$ cat config.mk
export PLATFORM = sky130hd
export DESIGN_NAME = alu_arbiter_flat
export DESIGN_NICKNAME = d
export VERILOG_FILES = /design/src/rtl/alu_arbiter_if.sv /design/src/rtl/alu_arbiter.sv /design/src/flat_wrapper.sv
export SDC_FILE = /design/constraint.sdc
export NUM_CORES = 1
export LEC_CHECK = 0
export CORE_ASPECT_RATIO = 0.5
export CORE_UTILIZATION = 30
export DETAILED_ROUTE_END_ITERATION = 6
export HOLD_SLACK_MARGIN = 0.12
export PLACE_DENSITY = 0.69
export SYNTH_ARGS = -nofsm -noshare
export SYNTH_HDL_FRONTEND = slang
export SYNTH_SLANG_ARGS = --single-unit
$ cat constraint.sdc
create_clock -name clk -period 2.3 [get_ports clk]
set_input_delay 0.345 -clock clk [delete_from_list [all_inputs] [get_ports clk]]
set_output_delay 0.345 -clock clk [all_outputs]
set_load 0.03 [all_outputs]
$ cat src/rtl/alu_arbiter_if.sv
// alu_arbiter_if -- bundle of every non-clock signal of alu_arbiter.
//
// Groups:
//    req0_* / req1_* : requester handshakes (valid/ready) plus cmd, operands, s
//    alu_*           : operands/command/carry towards an external combinational
//                      ALU, and its result/flags {Z,C,N,V} coming back
//    rsp_*           : registered response held until the consumer takes it
//    status, busy    : architectural flag register {Z,C,N,V}, FSM-not-idle
//
// Modports:
//    slave  : the arbiter side
//    master : the environment side (requesters, ALU, response consumer)
//
// WORD_WIDTH defaults to `WORD_WIDTH (32 unless settings.h provides another value).

`ifndef WORD_WIDTH
`define WORD_WIDTH 32
`endif

interface alu_arbiter_if #(
   parameter int unsigned WORD_WIDTH = `WORD_WIDTH
);
   logic                  req0_valid;
   logic                  req0_ready;
   logic [3:0]            req0_cmd;
   logic [WORD_WIDTH-1:0] req0_val1;
   logic [WORD_WIDTH-1:0] req0_val2;
   logic                  req0_s;

   logic                  req1_valid;
   logic                  req1_ready;
   logic [3:0]            req1_cmd;
   logic [WORD_WIDTH-1:0] req1_val1;
   logic [WORD_WIDTH-1:0] req1_val2;
   logic                  req1_s;

   logic [WORD_WIDTH-1:0] alu_val1;
   logic [WORD_WIDTH-1:0] alu_val2;
   logic                  alu_carry;
   logic [3:0]            alu_cmd;
   logic [WORD_WIDTH-1:0] alu_res;
   logic [3:0]            alu_sr;

   logic                  rsp_valid;
   logic                  rsp_ready;
   logic                  rsp_id;
   logic [WORD_WIDTH-1:0] rsp_res;
   logic [3:0]            rsp_sr;

   logic [3:0]            status;
   logic                  busy;

   modport slave (
      input  req0_valid, req0_cmd, req0_val1, req0_val2, req0_s,
      output req0_ready,
      input  req1_valid, req1_cmd, req1_val1, req1_val2, req1_s,
      output req1_ready,
      output alu_val1, alu_val2, alu_carry, alu_cmd,
      input  alu_res, alu_sr,
      output rsp_valid, rsp_id, rsp_res, rsp_sr,
      input  rsp_ready,
      output status, busy
   );

   modport master (
      output req0_valid, req0_cmd, req0_val1, req0_val2, req0_s,
      input  req0_ready,
      output req1_valid, req1_cmd, req1_val1, req1_val2, req1_s,
      input  req1_ready,
      input  alu_val1, alu_val2, alu_carry, alu_cmd,
      output alu_res, alu_sr,
      input  rsp_valid, rsp_id, rsp_res, rsp_sr,
      output rsp_ready,
      input  status, busy
   );
endinterface

$ cat src/rtl/alu_arbiter.sv
// alu_arbiter -- shares one external combinational ALU between two requesters.
//
// A request is granted in IDLE (ready asserted combinationally that cycle) and
// its operation latched; ISSUE captures the ALU result/flags into the response
// register (and into status when s=1); HOLD keeps the response until rsp_ready.
// Grant-to-response latency is 2 cycles, back-to-back interval 3 cycles.
//
// Ports:
//    clk : system clock, all state changes on its rising edge
//    rst : synchronous active-high reset
//    bus : alu_arbiter_if.slave (requesters, ALU, response, status, busy)
//
// Optional build macro ALU_ARB_FIXED_PRIO_EN: requester 0 always wins a tie.
// Without it, ties go to the requester not granted last (round-robin).

`ifndef WORD_WIDTH
`define WORD_WIDTH 32
`endif

module alu_arbiter #(
   parameter int unsigned WORD_WIDTH = `WORD_WIDTH
) (
   input logic          clk,
   input logic          rst,
   alu_arbiter_if.slave bus
);

   typedef enum logic [1:0] {
      IDLE  = 2'd0,
      ISSUE = 2'd1,
      HOLD  = 2'd2
   } state_t;

   state_t                state_q, state_d;

   logic [3:0]            op_cmd_q,  op_cmd_d;
   logic [WORD_WIDTH-1:0] op_val1_q, op_val1_d;
   logic [WORD_WIDTH-1:0] op_val2_q, op_val2_d;
   logic                  op_s_q,    op_s_d;
   logic                  op_id_q,   op_id_d;

   logic                  rsp_valid_q, rsp_valid_d;
   logic                  rsp_id_q,    rsp_id_d;
   logic [WORD_WIDTH-1:0] rsp_res_q,   rsp_res_d;
   logic [3:0]            rsp_sr_q,    rsp_sr_d;
   logic [3:0]            status_q,    status_d;

`ifndef ALU_ARB_FIXED_PRIO_EN
   logic                  last_grant_q, last_grant_d;
`endif

   logic                  gnt_en;
   logic                  gnt_id;

   always_comb begin
      state_d     = state_q;
      op_cmd_d    = op_cmd_q;
      op_val1_d   = op_val1_q;
      op_val2_d   = op_val2_q;
      op_s_d      = op_s_q;
      op_id_d     = op_id_q;
      rsp_valid_d = rsp_valid_q;
      rsp_id_d    = rsp_id_q;
      rsp_res_d   = rsp_res_q;
      rsp_sr_d    = rsp_sr_q;
      status_d    = status_q;
`ifndef ALU_ARB_FIXED_PRIO_EN
      last_grant_d = last_grant_q;
`endif
      gnt_en = 1'b0;

      // Winner selection; only meaningful when gnt_en is raised below.
      if (bus.req0_valid && bus.req1_valid) begin
`ifdef ALU_ARB_FIXED_PRIO_EN
         gnt_id = 1'b0;
`else
         gnt_id = ~last_grant_q;
`endif
      end else begin
         gnt_id = bus.req1_valid;
      end

      unique case (state_q)
         IDLE: begin
            // rst gates the grant so no ready is ever seen during reset.
            if ((bus.req0_valid || bus.req1_valid) && !rst) begin
               gnt_en    = 1'b1;
               op_cmd_d  = gnt_id ? bus.req1_cmd  : bus.req0_cmd;
               op_val1_d = gnt_id ? bus.req1_val1 : bus.req0_val1;
               op_val2_d = gnt_id ? bus.req1_val2 : bus.req0_val2;
               op_s_d    = gnt_id ? bus.req1_s    : bus.req0_s;
               op_id_d   = gnt_id;
`ifndef ALU_ARB_FIXED_PRIO_EN
               last_grant_d = gnt_id;
`endif
               state_d   = ISSUE;
            end
         end
         ISSUE: begin
            rsp_res_d   = bus.alu_res;
            rsp_sr_d    = bus.alu_sr;
            rsp_id_d    = op_id_q;
            rsp_valid_d = 1'b1;
            if (op_s_q) begin
               status_d = bus.alu_sr;
            end
            state_d = HOLD;
         end
         HOLD: begin
            if (bus.rsp_ready) begin
               rsp_valid_d = 1'b0;
               state_d     = IDLE;
            end
         end
         default: state_d = IDLE;
      endcase
   end

   always_ff @(posedge clk) begin
      if (rst) begin
         state_q     <= IDLE;
         op_cmd_q    <= '0;
         op_val1_q   <= '0;
         op_val2_q   <= '0;
         op_s_q      <= 1'b0;
         op_id_q     <= 1'b0;
         rsp_valid_q <= 1'b0;
         rsp_id_q    <= 1'b0;
         rsp_res_q   <= '0;
         rsp_sr_q    <= '0;
         status_q    <= '0;
`ifndef ALU_ARB_FIXED_PRIO_EN
         last_grant_q <= 1'b1;
`endif
      end else begin
         state_q     <= state_d;
         op_cmd_q    <= op_cmd_d;
         op_val1_q   <= op_val1_d;
         op_val2_q   <= op_val2_d;
         op_s_q      <= op_s_d;
         op_id_q     <= op_id_d;
         rsp_valid_q <= rsp_valid_d;
         rsp_id_q    <= rsp_id_d;
         rsp_res_q   <= rsp_res_d;
         rsp_sr_q    <= rsp_sr_d;
         status_q    <= status_d;
`ifndef ALU_ARB_FIXED_PRIO_EN
         last_grant_q <= last_grant_d;
`endif
      end
   end

   assign bus.req0_ready = gnt_en & ~gnt_id;
   assign bus.req1_ready = gnt_en &  gnt_id;

   assign bus.alu_val1  = op_val1_q;
   assign bus.alu_val2  = op_val2_q;
   assign bus.alu_cmd   = op_cmd_q;
   assign bus.alu_carry = status_q[2];

   assign bus.rsp_valid = rsp_valid_q;
   assign bus.rsp_id    = rsp_id_q;
   assign bus.rsp_res   = rsp_res_q;
   assign bus.rsp_sr    = rsp_sr_q;
   assign bus.status    = status_q;
   assign bus.busy      = (state_q != IDLE);

endmodule
$ cat src/flat_wrapper.sv
// flat-port wrapper written by rule: the top's interface ports become plain ports
module alu_arbiter_flat 
#(
   parameter int unsigned WORD_WIDTH = `WORD_WIDTH
)
  (clk, rst, bus_req0_valid, bus_req0_cmd, bus_req0_val1, bus_req0_val2, bus_req0_s, bus_req0_ready, bus_req1_valid, bus_req1_cmd, bus_req1_val1, bus_req1_val2, bus_req1_s, bus_req1_ready, bus_alu_val1, bus_alu_val2, bus_alu_carry, bus_alu_cmd, bus_alu_res, bus_alu_sr, bus_rsp_valid, bus_rsp_id, bus_rsp_res, bus_rsp_sr, bus_rsp_ready, bus_status, bus_busy);
  alu_arbiter_if #(.WORD_WIDTH(WORD_WIDTH)) bus_i ();
  input logic clk;
  input logic rst;
  input wire logic [$bits(bus_i.req0_valid)-1:0] bus_req0_valid;
  input wire logic [$bits(bus_i.req0_cmd)-1:0] bus_req0_cmd;
  input wire logic [$bits(bus_i.req0_val1)-1:0] bus_req0_val1;
  input wire logic [$bits(bus_i.req0_val2)-1:0] bus_req0_val2;
  input wire logic [$bits(bus_i.req0_s)-1:0] bus_req0_s;
  output wire logic [$bits(bus_i.req0_ready)-1:0] bus_req0_ready;
  input wire logic [$bits(bus_i.req1_valid)-1:0] bus_req1_valid;
  input wire logic [$bits(bus_i.req1_cmd)-1:0] bus_req1_cmd;
  input wire logic [$bits(bus_i.req1_val1)-1:0] bus_req1_val1;
  input wire logic [$bits(bus_i.req1_val2)-1:0] bus_req1_val2;
  input wire logic [$bits(bus_i.req1_s)-1:0] bus_req1_s;
  output wire logic [$bits(bus_i.req1_ready)-1:0] bus_req1_ready;
  output wire logic [$bits(bus_i.alu_val1)-1:0] bus_alu_val1;
  output wire logic [$bits(bus_i.alu_val2)-1:0] bus_alu_val2;
  output wire logic [$bits(bus_i.alu_carry)-1:0] bus_alu_carry;
  output wire logic [$bits(bus_i.alu_cmd)-1:0] bus_alu_cmd;
  input wire logic [$bits(bus_i.alu_res)-1:0] bus_alu_res;
  input wire logic [$bits(bus_i.alu_sr)-1:0] bus_alu_sr;
  output wire logic [$bits(bus_i.rsp_valid)-1:0] bus_rsp_valid;
  output wire logic [$bits(bus_i.rsp_id)-1:0] bus_rsp_id;
  output wire logic [$bits(bus_i.rsp_res)-1:0] bus_rsp_res;
  output wire logic [$bits(bus_i.rsp_sr)-1:0] bus_rsp_sr;
  input wire logic [$bits(bus_i.rsp_ready)-1:0] bus_rsp_ready;
  output wire logic [$bits(bus_i.status)-1:0] bus_status;
  output wire logic [$bits(bus_i.busy)-1:0] bus_busy;
  assign bus_i.req0_valid = bus_req0_valid;
  assign bus_i.req0_cmd = bus_req0_cmd;
  assign bus_i.req0_val1 = bus_req0_val1;
  assign bus_i.req0_val2 = bus_req0_val2;
  assign bus_i.req0_s = bus_req0_s;
  assign bus_req0_ready = bus_i.req0_ready;
  assign bus_i.req1_valid = bus_req1_valid;
  assign bus_i.req1_cmd = bus_req1_cmd;
  assign bus_i.req1_val1 = bus_req1_val1;
  assign bus_i.req1_val2 = bus_req1_val2;
  assign bus_i.req1_s = bus_req1_s;
  assign bus_req1_ready = bus_i.req1_ready;
  assign bus_alu_val1 = bus_i.alu_val1;
  assign bus_alu_val2 = bus_i.alu_val2;
  assign bus_alu_carry = bus_i.alu_carry;
  assign bus_alu_cmd = bus_i.alu_cmd;
  assign bus_i.alu_res = bus_alu_res;
  assign bus_i.alu_sr = bus_alu_sr;
  assign bus_rsp_valid = bus_i.rsp_valid;
  assign bus_rsp_id = bus_i.rsp_id;
  assign bus_rsp_res = bus_i.rsp_res;
  assign bus_rsp_sr = bus_i.rsp_sr;
  assign bus_i.rsp_ready = bus_rsp_ready;
  assign bus_status = bus_i.status;
  assign bus_busy = bus_i.busy;
  alu_arbiter #(.WORD_WIDTH(WORD_WIDTH)) u_core (.clk(clk), .rst(rst), .bus(bus_i));
endmodule
==> summary.md, run 1 <==
| Metric | Value |
|---|---|
| HPWL after DPL | 10.7 mm |
| Setup TNS | 0 ns |
| Pins Over Slew Limit | 0 |
| I/O pin total | 293 |
| Largest net degree at the start of global routing | 69 |
| Worst Path Required | 1.96 ns |
| Clock Path Buffers | 2 |
| First-pass GRT wire length | 23.7 mm |
| Setup violators final | 0 |
| Max FO, Critical Path | 7 |
| RSZ-0062 raised after global routing | false |
| Hold Slack | 0.451 ns |
| Top post-synthesis cells by area | dfxtp_1 (52%), a221o_1 (13%), and3_1 (8.3%), nand2_1 (6.7%), a21oi_1 (4.8%) |
| Initial antenna violation count | 0 |
| Clock root cell | clkbuf_16 |
| Cell Rows | 30 |
| Worst-Margin Slew | 0.792 ns |
| Setup bufs post-CTS | 0 |
| Total track usage | 19.4% |
| Vias per inst | 4.96 |
| Routing usage on met1 | 22.5% |
| WHS Endpoint | u_core.bus.rsp_id |
| Post-synth top area cell | dfxtp_1 |
| Most used routing layer | met2 |
| Non-Filler Instances | 957 |
| Worst hold path type | flip-flop to flip-flop |
| Critical path's slowest cell | clkdlybuf4s50_1 |
| Netlist cell types | 30 |
| Final ANT Viol Nets | 0 |
| Initial Util | 31.7% |
| Worst hold path startpoint | u_core.op_id_q |
| Die X | 174 um |
| Final Cycle Share | 95.2% |
| Final Skew | 0.00989 ns |
| Ys async rst share | 0% |
| Syn Inst Count | 474 |
| Crit-path max cell delay | 0.67 ns |
| H-tree Lvls | 4 |
| Sequential fraction of the synthesis area | 51.9% |
| Critical Path End Type | output port |
| Clock slew at reported path FFs | 0.06 ns |
| CTS Hold Bufs | 0 |
| CP Cell Sequence | nor2_2 > inv_2 > clkdlybuf4s50_1 |
| Syn Nets | 653 |
| Wire length per cell | 16.2 um |
| Kind of critical path | flip-flop to output port |
| Final number of hold-violating endpoints | 0 |
| Global route total overflow | 0 |
| Tmin final | 2.19 ns |
| Commonest cells in the netlist | dfxtp_1 (115), nand2_1 (79), and3_1 (59) |
| Number of global-route vias before repair | 4683 |
| PD cells | 801 nW/um2 |
| Routed WL | 15.5 mm |
| Placement Cell Area | 7540 um2 |
| Most frequently used flop master after synthesis | dfxtp_1 |
| Core box area | 14000 um2 |
| Reg-to-reg endpoint | u_core.bus.alu_val1[6] |
| Fin nets | 931 |
| Total CTS buffers | 17 |
| Met2 Use GR | 34.9% |
| Lkg Pwr | 3.22 nW |
| Residual DRC count | 0 |
| Syn. warnings | 0 |
| Peak Freq | 457 MHz |
| Share of the synthesized area in the top cell type | 51.9% |
| Average size of a mapped cell | 9.36 um2 |
| Mapped cell area | 4440 um2 |
| Vert. Die Dim | 88.0 um |
| Antenna Cells | 0 |
| VDD IR max | 0.000520 V |
| Max Cap Viol | 0 |
| Reg2reg setup slack | 0.64 ns |
| Power Total | 6.54 mW |
| Layout area overhead | 83.9% |
| First-pass detailed-route iteration total | 4 |
| Reg2reg path depth | 4 |
| WHS Path Cells | 2 |
| CTS sink cnt | 115 |
| Share of layout cells above drive strength 1 | 7.71% |
| Met3 Use GR | 4.51% |
| Finished layout cell area | 8160 um2 |
| Slew margin rel. | 47.0% |
| Most common cell in the netlist | dfxtp_1 |
| Worst skew pair latency | 0.40 ns |
| DR vias | 4743 |
| CTS tree | done |
| Number of synthesized flops with an enable pin | 0 |
| Placed cells | 925 |
| Startpoint Class | flip-flop |
| Status | complete, no violations |
| Arrival @ worst endpoint | 1.85 ns |
| Port Buf Inserts | 292 |
| Iter 0 DRT Violations | 276 |
| GPL Wtd Cong | 0.781 |
| Die area | 15300 um2 |
| Yosys reg bits | 115 |
| Crit Reg-Reg Startpoint | u_core.state_q[1] |
| Post-cts sizing count | 0 |
==> where the power goes <==
part | switching (mW) | leakage, nW | internal (mW) | total (mW)
Sequential | 0.105 | 0.944 | 2.17 | 2.28
Combinational | 0.748 | 1.97 | 0.742 | 1.49
Clock | 0.996 | 0.305 | 1.78 | 2.78
==> area by class of cell <==
type / instances / area [um2]
clock buffer: 19 / 453
clock inverter: 13 / 173
fill: 1250 / 5840
inverter: 2 / 7.51
multi-input combinational: 307 / 1880
sequential: 115 / 2300
tap: 192 / 240
timing repair buffer: 309 / 3100
==> metal layers <==
| layer | share of wire (%) | vias up |
|---|---|---|
| met3 | 5.4 | 27 |
| met1 | 42 | 2226 |
| li1 | - | 2305 |
| met2 | 50 | 185 |
| met5 | 0 | - |
| met4 | 2.6 | 0 |
==> placed cells by master (no fill, tap or decap), drive strengths merged <==
cell type and count:
a211o 1, a211oi 1, a21boi 1, a21oi 44, a221o 58, a31oi 11, and2 1, and3 59
buf 20, bufinv 3, clkbuf 19, clkdlybuf4s50 289, clkinv 5, clkinvlp 1, dfxtp 115, inv 6
nand2 79, nand2b 2, nand3 15, nand3b 1, nand4 11, nor2 6, nor2b 1, nor3 3
o21ai 12, or2 1
==> through the flow <==
stage	setup WS [ns]	util (%)
3_3_place_gp	0.301	53.8
6_report	0.110	58.3
5_1_grt	0.0305	58.3
2_1_floorplan	0.593	-
3_5_place_dp	0.252	53.8
4_1_cts	0.0830	58.3
==> state kept, by name (all words and copies together), names as in the netlist <==
name                  count
u_core.op_s_q             1
u_core.state_q            2
u_core.bus.alu_cmd        4
u_core.bus.alu_val2      32
u_core.op_id_q            1
u_core.bus.rsp_id         1
u_core.bus.rsp_valid      1
u_core.bus.alu_val1      32
u_core.bus.rsp_res       32
u_core.bus.rsp_sr         4
u_core.bus.status         4
u_core.last_grant_q       1
==> worst max-delay path by stage <==
stage                            from                      end  slack, ns  cells past startpoint
finish              u_core.state_q[1]                 bus_busy       0.11                      3
global route        u_core.state_q[1]                 bus_busy       0.03                      3
CTS                 u_core.state_q[1]                 bus_busy       0.08                      3
detailed placement     bus_req0_valid  u_core.bus.alu_val1[10]       0.25                      4
global placement       bus_req0_valid    u_core.bus.alu_cmd[2]       0.30                      4
floorplan                         rst           bus_req1_ready       0.59                      5
==> critical path, delay by kind of cell (launching register included) <==
family	cells	cell delay, ns
flip-flops	1	0.53
AND/OR/NAND/NOR	1	0.15
buffers and inverters	2	0.76
==> cell families (layout without fill, tap and decap cells) <==
family / count (synthesis) / in the layout / share of synthesized area, %
and+or+nand+nor: 179 / 179 / 20.3
AOI/OAI and AO/OA: 128 / 128 / 21.7
buffers and inverters: 52 / 343 / 6.20
DFF: 115 / 115 / 51.9
No activity file was read; power rests on OpenSTA's default activity.
==> run 2, diff against run 1 <==
--- a/config.mk
+++ b/config.mk
@@ -5,6 +5,7 @@
 export SDC_FILE = /design/constraint.sdc
 export NUM_CORES = 1
 export LEC_CHECK = 0
+export ABC_CLOCK_PERIOD_IN_PS = 2300
 export CORE_ASPECT_RATIO = 0.5
 export CORE_UTILIZATION = 30
 export DETAILED_ROUTE_END_ITERATION = 6
==> results of run 2 <==
The final DEF is identical to that of run 1; final timing and power are the same.
==> run 3, diff against run 2 <==
--- a/config.mk
+++ b/config.mk
@@ -7,7 +7,9 @@
 export LEC_CHECK = 0
 export ABC_CLOCK_PERIOD_IN_PS = 2300
 export CORE_ASPECT_RATIO = 0.5
+export CORE_MARGIN = 4
 export CORE_UTILIZATION = 30
+export CTS_CLUSTER_SIZE = 16
 export DETAILED_ROUTE_END_ITERATION = 6
 export HOLD_SLACK_MARGIN = 0.12
 export PLACE_DENSITY = 0.69
==> run 3 against run 2 <==
  * Clock power is 5% higher
  * Largest cell class unchanged
  * Global-route usage is 1.4 points lower
  * Die area grew 11%
  * Non-clock buffer count down 3
  * Core utilization shrank 1.8 points
==> summary.md, run 3 (synthesis results as in run 1) <==
| Metric | Value |
|---|---|
| Placement Cell Area | 7520 um2 (-0.27%) |
| Status | complete, no violations |
| Crit-path max cell delay | 0.68 ns (about the same) |
| First-pass GRT wire length | 24.6 mm (+3.9%) |
| Kind of critical path | flip-flop to output port |
| Final Cycle Share | 93.8% (-1.4 points) |
| Slack of the critical path | 0.143 ns (+0.0333 ns) |
| Power Total | 6.67 mW (+1.9%) |
| Tmin final | 2.16 ns (-0.0333 ns) |
| Antenna Cells | 0 (unchanged) |
| PD cells | 815 nW/um2 (+1.7%) |
| I/O pin total | 293 (unchanged) |
| Total CTS buffers | 17 (unchanged) |
| DR vias | 4664 (-1.7%) |
| Max FO, Critical Path | 8 (+1) |
| Number of global-route vias before repair | 4717 (+0.73%) |
| Finished layout cell area | 8180 um2 (+0.17%) |
| Pins Over Slew Limit | 0 (unchanged) |
| CTS Hold Bufs | 0 (unchanged) |
| Setup TNS | 0 ns (unchanged) |
| Iter 0 DRT Violations | 269 (-2.5%) |
| Cell Rows | 31 (+3.3%) |
| Setup bufs post-CTS | 0 (unchanged) |
| Routed WL | 16.0 mm (+3.1%) |
| Global route total overflow | 0 (unchanged) |
| VDD IR max | 0.000606 V (+17%) |
| Startpoint Class | flip-flop |
| Fin nets | 928 (-0.32%) |
| RSZ-0062 raised after global routing | false |
| Register area | 2300 um2 (unchanged) |
| Worst skew pair latency | 0.40 ns (about the same) |
| Pre-CTS setup slack | 0.359 ns (+0.106 ns) |
| Non-Filler Instances | 960 (+0.31%) |
| GPL Wtd Cong | 0.818 (+4.8%) |
| Slew margin rel. | 56.9% (+9.9 points) |
| Filler Cells Inserted | 1287 (+3.0%) |
| CTS sink cnt | 115 (unchanged) |
| Worst-Margin Slew | 0.646 ns (-0.146 ns) |
| First-pass detailed-route iteration total | 4 (unchanged) |
| Critical Path End Type | output port |
| Post-cts sizing count | 0 (unchanged) |
| Port Buf Inserts | 292 (unchanged) |
| Worst hold path type | flip-flop to flip-flop |
| Final number of hold-violating endpoints | 0 (unchanged) |
| Initial Util | 30.7% (-1.0 points) |
| Peak Freq | 464 MHz (+1.5%) |
| Critical path's slowest cell | clkdlybuf4s50_1 |
| Vias per inst | 4.86 (-2.0%) |
| CTS tree | done |
| Final Skew | 0.0119 ns (+0.00199 ns) |
| Placed cells | 928 (+0.32%) |
| Final ANT Viol Nets | 0 (unchanged) |
| Residual DRC count | 0 (unchanged) |
| Layout area overhead | 84.2% |
| Setup violators final | 0 (unchanged) |
| Multi-input gate area | 1880 um2 (-0.27%) |
| Worst Path Required | 1.96 ns (about the same) |
| Wire length per cell | 16.6 um (+2.7%) |
| Final core occ | 56.5% (-1.8 points) |
| Hold Slack | 0.451 ns (+0.000338 ns) |
| Largest net degree at the start of global routing | 59 (-14%) |
| Max Cap Viol | 0 (unchanged) |
| HPWL after DPL | 11.5 mm (+6.9%) |
| CP startpoint | u_core.state_q[0] |
| Die X | 180 um (+3.4%) |
| Clock Path Buffers | 2 (unchanged) |
| Total track usage | 18.0% (-1.4 points) |
| Core box area | 14500 um2 (+3.3%) |
| Worst hold path startpoint | u_core.bus.rsp_res[5] |
| Die area | 16900 um2 (+11%) |
| CP Cell Sequence | nor2_2 > inv_2 > clkdlybuf4s50_1 |
| Arrival @ worst endpoint | 1.81 ns (-0.04 ns) |
| Initial antenna violation count | 0 (unchanged) |
| Clock slew at reported path FFs | 0.05 ns (about the same) |
| Crit Reg-Reg Startpoint | u_core.state_q[0] |
| Vert. Die Dim | 94.0 um (+6.8%) |
| Lkg Pwr | 3.21 nW (-0.47%) |
| Commonest non-fill, non-tap cell in the layout | clkdlybuf4s50_1 |
| H-tree Lvls | 4 (unchanged) |
| Clock root cell | clkbuf_16 |
| Most frequent cells in the layout | clkdlybuf4s50_1 (289), dfxtp_1 (115), nand2_1 (79) |
| Share of layout cells above drive strength 1 | 7.35% (-0.36 points) |
run 3: cell count changes in the layout (fill, tap and decap cells not counted):
cell / previous run / this run
bufinv_16: 3 / 5
clkinv_2: 1 / 2
nor2b_2: 0 / 1
clkinv_4: 4 / 1
nor2b_4: 1 / 0
inv_6: 4 / 0
buf_4: 14 / 11
clkinvlp_4: 1 / 5
run 3: worst max-delay path, delay by kind of cell (launching register included):
kind | cells | cell delay, ns
buf+inv | 2 | 0.76
simple gates | 1 | 0.14
flops | 1 | 0.52
run 3: report_power, final:
part	internal, mW	switching, mW	total (mW)	leakage, nW
Sequential	2.17	0.108	2.28	0.944
Combinational	0.735	0.744	1.48	1.96
Clock	1.98	0.930	2.91	0.307
run 3: layout make-up:
class                           count  area share, %
Timing Repair Buffer              306           37.7
Sequential cell                   115           28.2
Multi-Input combinational cell    307           23.0
Clock buffer                       19           5.54
Tap cell                          198           3.03
Clock inverter                     13           2.52
Inverter                            2         0.0918
run 3: final timing paths:
check	end	slack, ns	cells after the start
setup / recovery	bus_busy	0.14	3
hold / removal	u_core.bus.rsp_res[5]	0.45	2
setup reg to reg	u_core.bus.alu_val1[5]	0.70	4
hold reg to reg	u_core.bus.rsp_res[5]	0.45	2
run 3: layer usage:
metal / routed length [um] / GRT usage, %
met5: 0 / 0
met1: 6530 / 20.7
met3: 989 / 5.26
met4: 226 / 5.13
met2: 8230 / 32.9
